**src/rtl/gate_direction_sequencer_pkg.sv**
```systemverilog
// Shared types for the gate direction sequencer: FSM state encoding and
// the counter-width helper used by the sensor debouncers.
package gate_pkg;

    typedef enum logic [2:0] {
        IDLE     = 3'd0,
        IN_A     = 3'd1,
        IN_AB    = 3'd2,
        IN_B     = 3'd3,
        OUT_B    = 3'd4,
        OUT_BA   = 3'd5,
        OUT_A    = 3'd6,
        WAIT_CLR = 3'd7
    } state_t;

    localparam int DWELL_W = 16;

    // A single-cycle debounce still needs a 1-bit counter to keep widths legal.
    function automatic int deb_cnt_w(input int n);
        return (n < 2) ? 1 : $clog2(n);
    endfunction

endpackage

```
**src/rtl/gate_direction_sequencer_if.sv**
```systemverilog
// Sensor/status inputs and request pulses between the gate sequencer and
// the occupancy block.
interface gate_direction_sequencer_if;
    import gate_pkg::*;

    logic   sens_a;
    logic   sens_b;
    logic   full;
    logic   empty;
    logic   alarm;
    logic   entry_pulse;
    logic   exit_pulse;
    logic   deny_pulse;
    logic   fault_pulse;
    logic   busy;
    state_t state;

    modport master (
        output sens_a, sens_b, full, empty, alarm,
        input  entry_pulse, exit_pulse, deny_pulse, fault_pulse, busy, state
    );

    modport slave (
        input  sens_a, sens_b, full, empty, alarm,
        output entry_pulse, exit_pulse, deny_pulse, fault_pulse, busy, state
    );

endinterface

```
**src/rtl/gate_direction_sequencer_sensor_debounce.sv**
```systemverilog
// One beam sensor: 2-flop synchronizer followed by a stability counter that
// only lets the debounced level follow after DEBOUNCE_CYCLES matching samples.
module sensor_debounce
    import gate_pkg::*;
#(
    parameter int DEBOUNCE_CYCLES = 4
) (
    input  logic clk,
    input  logic clear,
    input  logic raw,
    output logic deb
);
    localparam int CW = deb_cnt_w(DEBOUNCE_CYCLES);

    logic [1:0]    sync;
    logic [CW-1:0] cnt;

    always_ff @(posedge clk) begin
        if (clear) begin
            sync <= '0;
            cnt  <= '0;
            deb  <= 1'b0;
        end else begin
            sync <= {sync[0], raw};
            // Any sample agreeing with the current level restarts the count.
            if (sync[1] == deb) begin
                cnt <= '0;
            end else if (cnt == CW'(DEBOUNCE_CYCLES - 1)) begin
                deb <= sync[1];
                cnt <= '0;
            end else begin
                cnt <= cnt + 1'b1;
            end
        end
    end

endmodule

```
**src/rtl/gate_direction_sequencer.sv**
```systemverilog
// Gate direction sequencer: debounces the outer (A) and inner (B) beams and
// turns complete crossings into single-cycle entry/exit/deny/fault pulses.
module gate_direction_sequencer
    import gate_pkg::*;
#(
    parameter int DEBOUNCE_CYCLES = 4,
    parameter int TIMEOUT_CYCLES  = 1000
) (
    input logic                        clk,
    input logic                        clear,
    gate_direction_sequencer_if.slave  bus
);
    logic [1:0] raw;
    logic [1:0] deb;
    logic       a;
    logic       b;

    assign raw = {bus.sens_b, bus.sens_a};

    generate
        for (genvar i = 0; i < 2; i++) begin : g_deb
            sensor_debounce #(.DEBOUNCE_CYCLES(DEBOUNCE_CYCLES)) u_deb (
                .clk   (clk),
                .clear (clear),
                .raw   (raw[i]),
                .deb   (deb[i])
            );
        end
    endgenerate

    assign a = deb[0];
    assign b = deb[1];

    state_t             state;
    state_t             state_nxt;
    logic [DWELL_W-1:0] dwell;
    logic               timeout;
    logic               done_in;
    logic               done_out;
    logic               entry_d;
    logic               exit_d;
    logic               deny_d;
    logic               fault_d;
    logic               entry_q;
    logic               exit_q;
    logic               deny_q;
    logic               fault_q;

    assign timeout = (state inside {IN_A, IN_AB, IN_B, OUT_B, OUT_BA, OUT_A}) &&
                     (dwell == DWELL_W'(TIMEOUT_CYCLES - 1));

    always_comb begin
        state_nxt = state;
        done_in   = 1'b0;
        done_out  = 1'b0;
        fault_d   = 1'b0;
        entry_d   = 1'b0;
        exit_d    = 1'b0;
        deny_d    = 1'b0;
        case (state)
            IDLE: case ({a, b})
                2'b10:   state_nxt = IN_A;
                2'b01:   state_nxt = OUT_B;
                2'b11:   begin state_nxt = WAIT_CLR; fault_d = 1'b1; end
                default: ;
            endcase
            IN_A: case ({a, b})
                2'b11:   state_nxt = IN_AB;
                2'b00:   state_nxt = IDLE;
                2'b01:   begin state_nxt = WAIT_CLR; fault_d = 1'b1; end
                default: ;
            endcase
            IN_AB: case ({a, b})
                2'b01:   state_nxt = IN_B;
                2'b10:   state_nxt = IN_A;
                2'b00:   begin state_nxt = IDLE; fault_d = 1'b1; end
                default: ;
            endcase
            IN_B: case ({a, b})
                2'b00:   begin state_nxt = IDLE; done_in = 1'b1; end
                2'b11:   state_nxt = IN_AB;
                2'b10:   begin state_nxt = WAIT_CLR; fault_d = 1'b1; end
                default: ;
            endcase
            OUT_B: case ({a, b})
                2'b11:   state_nxt = OUT_BA;
                2'b00:   state_nxt = IDLE;
                2'b10:   begin state_nxt = WAIT_CLR; fault_d = 1'b1; end
                default: ;
            endcase
            OUT_BA: case ({a, b})
                2'b10:   state_nxt = OUT_A;
                2'b01:   state_nxt = OUT_B;
                2'b00:   begin state_nxt = IDLE; fault_d = 1'b1; end
                default: ;
            endcase
            OUT_A: case ({a, b})
                2'b00:   begin state_nxt = IDLE; done_out = 1'b1; end
                2'b11:   state_nxt = OUT_BA;
                2'b01:   begin state_nxt = WAIT_CLR; fault_d = 1'b1; end
                default: ;
            endcase
            WAIT_CLR: if (!a && !b) state_nxt = IDLE;
            default:  state_nxt = IDLE;
        endcase

        // A real transition wins over a timeout landing on the same cycle.
        if (timeout && state_nxt == state) begin
            state_nxt = WAIT_CLR;
            fault_d   = 1'b1;
        end

        if (done_in) begin
            if (bus.full || bus.alarm) deny_d  = 1'b1;
            else                       entry_d = 1'b1;
        end
        if (done_out) begin
            if (bus.empty) deny_d = 1'b1;
            else           exit_d = 1'b1;
        end
    end

    always_ff @(posedge clk) begin
        if (clear) begin
            state   <= IDLE;
            dwell   <= '0;
            entry_q <= 1'b0;
            exit_q  <= 1'b0;
            deny_q  <= 1'b0;
            fault_q <= 1'b0;
        end else begin
            state   <= state_nxt;
            entry_q <= entry_d;
            exit_q  <= exit_d;
            deny_q  <= deny_d;
            fault_q <= fault_d;
            if (state_nxt != state)  dwell <= '0;
            else if (dwell != '1)    dwell <= dwell + 1'b1;
        end
    end

    assign bus.entry_pulse = entry_q;
    assign bus.exit_pulse  = exit_q;
    assign bus.deny_pulse  = deny_q;
    assign bus.fault_pulse = fault_q;
    assign bus.busy        = (state != IDLE);
    assign bus.state       = state;

endmodule

```
**src/flat_wrapper.sv**
```systemverilog
// flat-port wrapper written by rule: the top's interface ports become plain ports
module gate_direction_sequencer_flat import gate_pkg::*;
#(
    parameter int DEBOUNCE_CYCLES = 4,
    parameter int TIMEOUT_CYCLES  = 1000
)
  (clk, clear, bus_sens_a, bus_sens_b, bus_full, bus_empty, bus_alarm, bus_entry_pulse, bus_exit_pulse, bus_deny_pulse, bus_fault_pulse, bus_busy, bus_state);
  gate_direction_sequencer_if bus_i ();
  input logic clk;
  input logic clear;
  input wire logic [$bits(bus_i.sens_a)-1:0] bus_sens_a;
  input wire logic [$bits(bus_i.sens_b)-1:0] bus_sens_b;
  input wire logic [$bits(bus_i.full)-1:0] bus_full;
  input wire logic [$bits(bus_i.empty)-1:0] bus_empty;
  input wire logic [$bits(bus_i.alarm)-1:0] bus_alarm;
  output wire logic [$bits(bus_i.entry_pulse)-1:0] bus_entry_pulse;
  output wire logic [$bits(bus_i.exit_pulse)-1:0] bus_exit_pulse;
  output wire logic [$bits(bus_i.deny_pulse)-1:0] bus_deny_pulse;
  output wire logic [$bits(bus_i.fault_pulse)-1:0] bus_fault_pulse;
  output wire logic [$bits(bus_i.busy)-1:0] bus_busy;
  output wire logic [$bits(bus_i.state)-1:0] bus_state;
  assign bus_i.sens_a = bus_sens_a;
  assign bus_i.sens_b = bus_sens_b;
  assign bus_i.full = bus_full;
  assign bus_i.empty = bus_empty;
  assign bus_i.alarm = bus_alarm;
  assign bus_entry_pulse = bus_i.entry_pulse;
  assign bus_exit_pulse = bus_i.exit_pulse;
  assign bus_deny_pulse = bus_i.deny_pulse;
  assign bus_fault_pulse = bus_i.fault_pulse;
  assign bus_busy = bus_i.busy;
  assign bus_state = bus_i.state;
  gate_direction_sequencer #(.DEBOUNCE_CYCLES(DEBOUNCE_CYCLES), .TIMEOUT_CYCLES(TIMEOUT_CYCLES)) u_core (.clk(clk), .clear(clear), .bus(bus_i));
endmodule
```
**config.mk**
```make
export PLATFORM = sky130hd
export DESIGN_NAME = gate_direction_sequencer_flat
export DESIGN_NICKNAME = d
export VERILOG_FILES = /design/src/rtl/gate_direction_sequencer_pkg.sv /design/src/rtl/gate_direction_sequencer_if.sv /design/src/rtl/gate_direction_sequencer_sensor_debounce.sv /design/src/rtl/gate_direction_sequencer.sv /design/src/flat_wrapper.sv
export SDC_FILE = /design/constraint.sdc
export NUM_CORES = 1
export LEC_CHECK = 0
export ABC_CLOCK_PERIOD_IN_PS = 2940
export BUFFER_PORTS_ARGS = -buffer_cell sky130_fd_sc_hd__clkbuf_2
export CAP_MARGIN = 20
export CORE_MARGIN = 2
export CORE_UTILIZATION = 59
export CTS_CLUSTER_SIZE = 30
export DETAILED_ROUTE_END_ITERATION = 10
export GPL_TIMING_DRIVEN = 0
export PLACE_DENSITY = 0.78
export SKIP_CTS_REPAIR_TIMING = 1
export SYNTH_ARGS = -nofsm -noshare
export SYNTH_HDL_FRONTEND = slang
export SYNTH_HIERARCHICAL = 1
export SYNTH_SLANG_ARGS = --single-unit
export TNS_END_PERCENT = 5
```
**constraint.sdc**
```tcl
create_clock -name clk -period 2.94 [get_ports clk]
set_input_delay 0.588 -clock clk [delete_from_list [all_inputs] [get_ports clk]]
set_output_delay 0.588 -clock clk [all_outputs]
set_load 0.02 [all_outputs]
```
=== Yosys cells after proc, flatten, opt, wreduce, memory -nomap -nowiden ===
Index checks and enable logic that the tools add are counted.
Widths: inputs -> output; s select.

* ROM bits: 0
* Register bits after elaboration: 33
* Bits in latches: 0
* Input port bits: 7
* Output and inout bits: 8
* Memories kept: 0
* RAM bits: 0
* Logic and storage cells: 81

* Bitwise logic cells: 4
* Shifts and indexed selects: 0
* Add/sub/neg operators: 3
* Equality and inequality tests: 18
* Muxes and demuxes: 24
* Order comparisons: 0
* Div/mod/pow operators: 0
* Reduce and logical (&&, ||, !) cells: 20
* Multiply operators: 0

{| class="wikitable"
|+ Operators by type and width
! cell !! count
|-
| $pmux 3 s3 || 7
|-
| $pmux 3 s8 || 1
|-
| $add 16x1->16 const B || 1
|-
| $eq 16x10->1 const B || 1
|-
| $ne 16x16->1 const B || 1
|-
| $mux 1 || 13
|-
| $eq 3x3->1 const B || 4
|-
| $reduce_or 2->1 || 6
|-
| $eq 2x2->1 const B || 4
|-
| $eq 3x2->1 const B || 2
|-
| $mux 3 || 2
|-
| $reduce_bool 6->1 || 1
|-
| $reduce_or 3->1 || 2
|-
| $add 2x1->2 const B || 2
|-
| $not 1->1 || 4
|-
| $pmux 1 s4 || 1
|-
| $reduce_and 2->1 || 2
|-
| $eq 3x1->1 const B || 1
|-
| $eq 3x3->1 || 1
|-
| $logic_and 1x1->1 || 3
|-
| $logic_not 3->1 || 1
|-
| $ne 3x3->1 || 1
|-
| $reduce_bool 3->1 || 1
|-
| $eq 1x1->1 || 2
|-
| other kinds (4) || 5
|}

=== Logic depth before layout (Yosys ltp) ===
* Depth in word-level cells: 9
* Gate-level depth with buffers: 11
* Depth with buffers taken out: 9

=== Hierarchy ===
Netlist, hierarchy kept.

{| class="wikitable"
|+ Modules (own cells, without submodules)
! module !! seq. area each (um^2) !! instances !! area an instance (um^2) !! cells an instance
|-
| gate_direction_sequencer || 460.4 || 1 || 1627.8 || 211
|-
| sensor_debounce || 100.1 || 2 || 168.9 || 13
|}

=== Worst setup path before layout ===
No wires, ideal clock.

* Kind: register -> register
* Start point: reg u_core.g_deb[0].u_deb.deb
* End point: reg u_core.dwell[14]
* Path slack: 578 ps
* Period minus slack after synthesis: 2362 ps
* Arrival time: 2243 ps
* Cell stages (with the launch flop): 12
* Required time: 2821 ps
* Library setup time: 119 ps
* Buffers on the path: 2
* Cells stage by stage: dfxtp_1 inv_1 ha_1 buf_2 nand2b_1 a21oi_1 nor4_1 nor4_4 nand4_2 o221ai_4 buf_6 nor2_1

* Cells in the longest elaborated chain, start to end: 9
* Elaborated cells between the ends (all ways): 20
* Those cells by class: eq/ne (5); mux (10); reduce/logical (5)

{| class="wikitable"
|+ RTL lines
! item !! RTL line !! RTL
|-
| start: declaration || gate_direction_sequencer_sensor_debounce.sv:11 || <nowiki>output logic deb</nowiki>
|-
| start signal: assignment || gate_direction_sequencer_sensor_debounce.sv:29 || <nowiki>deb <= sync[1];</nowiki>
|-
| parallel branches: the longest is 3 deep, another holds $pmux 3 s3 || - ||
|-
| $pmux 3 s8 (*) || gate_direction_sequencer.sv:60 || <nowiki>case (state)</nowiki>
|-
| $eq 3x3->1 || gate_direction_sequencer.sv:108 || <nowiki>if (timeout && state_nxt == state) begin</nowiki>
|-
| $logic_and 1x1->1 || gate_direction_sequencer.sv:108 ||
|-
| $mux 3 (*) || gate_direction_sequencer.sv:108 ||
|-
| $ne 3x3->1 (*) || gate_direction_sequencer.sv:137 || <nowiki>if (state_nxt != state) dwell <= '0;</nowiki>
|-
| $reduce_or 2->1 (no line) (*) || - ||
|-
| end signal: assignment || gate_direction_sequencer.sv:138 || <nowiki>else if (dwell != '1) dwell <= dwell + 1'b1;</nowiki>
|-
| end: declaration || gate_direction_sequencer.sv:36 || <nowiki>logic [DWELL_W-1:0] dwell;</nowiki>
|}

Mark *: on every way between the ends.
A chain may end at the register's enable or synchronous reset.

=== Worst setup path in the final report ===
Ends and elaborated chain as after synthesis.

==> impl_summary.log <==
INFO  metric worstSetupPathType = reg -> reg
INFO  metric floorplan.core_area = around 3100 um2
INFO  metric synth-seq-cells = 33
INFO  metric power.ir.vdd_worst = 0.000483 V
INFO  metric worstSkewPairLatency = 0.34 ns
INFO  metric die-area = 3810 um2
INFO  metric cts.root.buffer_cell = sky130_fd_sc_hd__clkbuf_4
INFO  metric max_cap_violations = 0
INFO  metric run_status = completed
INFO  metric worst-path-max-fanout = 10
INFO  metric syn_inst = 237
INFO  metric grt_first_pass_wirelength = 6680 um
INFO  metric synth_cell_type_count = 50
INFO  metric timing.final.max_slew_violations = 0
INFO  metric post_synthesis_to_final_layout_area_growth = 10.7%
INFO  metric synth_enable_flop_cells = 0
INFO  metric drt-wirelength-per-cell = 13.4 um
INFO  metric ys_warn_count = 6
INFO  metric synthesized_area_per_cell = ~8.3 um2
INFO  metric track_usage = 0.241
INFO  metric synth_ff_type = sky130_fd_sc_hd__dfxtp_1
INFO  metric rsz0062_at_grt = false
INFO  metric tightest_slew = 0.631 ns
INFO  metric synthArstFlopShare = 0
INFO  metric finalNetCount = approximately 280
INFO  metric fillerInstances = 274
INFO  metric worst_setup_path_end_kind = flop
INFO  metric drive_above_1_share = 0.151
INFO  metric timing.final.crit_period = 2.78 ns
INFO  metric initial_core_util = 0.633
INFO  metric most_area_consuming_cells_after_synthesis = sky130_fd_sc_hd__dfxtp_1 (34%), sky130_fd_sc_hd__nor2_1 (7.3%), sky130_fd_sc_hd__ha_1 (6.4%)
INFO  metric globalRoute.totalOverflow = 0
INFO  metric drt-total-wl = 4050 um
INFO  metric synth_seq_area_share = 0.336
INFO  metric worst_ep_required_time = 3.17 ns
INFO  metric antenna_cell_count = 0
INFO  metric synthesis.area = 1970 um2
INFO  metric timing_hold_violations_final = 0
INFO  metric grt_max_degree = 16
INFO  metric clock_sink_count = 33
INFO  metric detailed_route_drc_error_count = 0
INFO  metric period_share = 0.944
INFO  metric cts_max_path_buffers = 2
INFO  metric die_height = 61.7 um
INFO  metric placement_rows = 20
INFO  metric die_x_extent = 61.7 um
INFO  metric firstDrtPassIters = 4
INFO  metric yosys.area.top_type_share = 0.336
INFO  metric setup_total_negative_slack = 0 ns
INFO  metric cts_inserted_buffers = 5
INFO  metric cts_htree_levels = 2
INFO  metric dp_hpwl = approximately 3000 um
INFO  metric vias_in_the_first_global_route = 1494
INFO  metric fmaxAchievable = between 0.3 and 0.4 GHz
INFO  metric floorplan.io_pins = 15
INFO  metric cts_tree = yes
INFO  metric arrival = 3.00 ns
INFO  metric finalSetupViolCount = 0
INFO  metric post_drt_via_cell_ratio = between 5 and 6
INFO  metric hold_path_class = in -> reg
INFO  metric fin_total_pwr = approximately 0.0013 W
INFO  metric p_leak = 0.832 nW
INFO  metric drt.antenna.violating_nets = 0
INFO  metric power_per_cell_area = 582 nW/um2
INFO  metric clock_skew = 0.0146 ns
INFO  metric number_of_antenna_violations_at_the_first_check_in_global_routing = 0
INFO  metric finalWeightedCongestion = 0.912
INFO  metric clkSlewWorstSetupHoldPaths = 0.10 ns
INFO  metric maxSlewHeadroom = 0.576
INFO  metric synthesized_netlist_net_count = 254
INFO  metric port_buffers = 14
INFO  metric synth_top_cell_by_area = sky130_fd_sc_hd__dfxtp_1
INFO  metric route.vias.total = 1771
INFO  metric kind_of_start_point_of_the_critical_path = flop
INFO  metric drt_iter0_drc = around 130
[cell usage after synthesis, drive strengths merged (2+ instances only)]
master and number:
and3 3, nor3 5, nor2 38, a21oi 11, nor4 10, nand3 12
o221ai 2, nor3b 3, or2 2, a21o 3, nor2b 8, xor2 7
o21ai 8, ha 10, inv 9, mux2i 5, nand4 6, o31ai 2
or3 2, a31oi 2, o22ai 2, buf 9, dfxtp 33, nand2 14
nor4b 4, nand2b 5, o21bai 3, xnor2 5
[state kept, by name, summed over array words and instances (netlist names)]
name / cells
u_core/dwell: 16
u_core/g_deb.u_deb/cnt: 4
u_core/g_deb.u_deb/sync: 4
u_core/bus.state: 3
u_core/g_deb.u_deb/deb: 2
u_core/bus.deny_pulse: 1
u_core/bus.entry_pulse: 1
u_core/bus.exit_pulse: 1
u_core/bus.fault_pulse: 1
[worst paths after layout]
check	start	to	slack (ns)	cells after the start
setup / recovery	u_core/g_deb[0].u_deb/deb	u_core/dwell[14]	0.16	11
hold / removal	bus_full	u_core/bus.entry_pulse	0.42	2
setup reg to reg	u_core/g_deb[0].u_deb/deb	u_core/dwell[14]	0.16	11
hold reg to reg	u_core/g_deb[0].u_deb/cnt[0]	u_core/g_deb[0].u_deb/cnt[0]	0.43	1
[worst max-delay path, cell delays in order, from the launching register on]
cell and delay (ns):
sky130_fd_sc_hd__dfxtp_1 0.47, sky130_fd_sc_hd__inv_1 0.13, sky130_fd_sc_hd__ha_1 0.20, sky130_fd_sc_hd__buf_2 0.16, sky130_fd_sc_hd__nor2_1 0.16, sky130_fd_sc_hd__nor4b_1 0.09, sky130_fd_sc_hd__nor4_1 0.43, sky130_fd_sc_hd__a211o_1 0.25
sky130_fd_sc_hd__nand4_2 0.19, sky130_fd_sc_hd__o221ai_4 0.33, sky130_fd_sc_hd__buf_6 0.19, sky130_fd_sc_hd__nor2_1 0.06
[power breakdown]
| part | switching, W | leakage [nW] | internal, W | total [W] |
|---|---|---|---|---|
| clock network | 0.000152 | 0.0455 | 0.000203 | 0.000355 |
| registers | 0.0000279 | 0.268 | 0.000477 | 0.000505 |
| logic | 0.000247 | 0.519 | 0.000159 | 0.000405 |
[per-stage QoR]
step / worst slack [ns] / area, um2 / utilization / std cells / hold slack, ns
finish: 0.165 / 2180 / 0.701 / 303 / 0.418
global route: 0.0307 / 2180 / 0.701 / 303 / 0.405
CTS: 0.216 / 2180 / 0.701 / 303 / 0.408
detailed placement: 0.235 / 2090 / 0.674 / 295 / 0.427
global placement: 0.267 / 2090 / 0.674 / 295 / 0.421
floorplan: 0.578 / 1970 / - / 237 / 0.404
[metal layers]
layer,up-vias,GRT usage,part of all wire
met3,7,0.0683,0.075
met5,-,0,0
li1,893,-,-
met2,74,0.370,0.43
met4,0,0.0729,0.014
met1,797,0.331,0.48
[final cells by class]
| type | count | area [um2] | share of cell area |
|---|---|---|---|
| Inverter | 9 | 33.8 | 0.0155 |
| Buffer | 9 | 51.3 | 0.0236 |
| Clock buffer | 7 | 55.1 | 0.0253 |
| Timing Repair Buffer | 14 | 70.1 | 0.0322 |
| Clock inverter | 1 | 30.0 | 0.0138 |
| Multi-Input combinational cell | 186 | 1220 | 0.561 |
| Sequential cell | 33 | 661 | 0.304 |
| Tap cell | 44 | 55.1 | 0.0253 |
[cells in the final DEF (no fill, tap or decap), drive strengths merged, types with 2 or more instances in the layout]
master   n
o21bai   3
nand2b   5
a31oi    2
clkbuf  21
xor2     7
nor3     5
o21ai    8
nand4    6
a21oi   11
ha      10
or3      2
nor2    38
a21o     3
xnor2    5
inv      9
nor3b    3
nor4b    4
mux2i    5
buf      9
nand3   12
o31ai    2
nand2   14
dfxtp   33
nor4    10
o22ai    2
or2      2
o221ai   2
and3     3
nor2b    8
[logic make-up after synthesis]
family,synth area share
adders and majority gates,0.0637
xor gates and xnor gates,0.0535
DFF,0.336
muxes,0.0255
and+or+nand+nor,0.316
AOI/OAI and AO/OA,0.162
buffers and inverters,0.0433
Note: power is estimated with default switching activity, not from simulation.
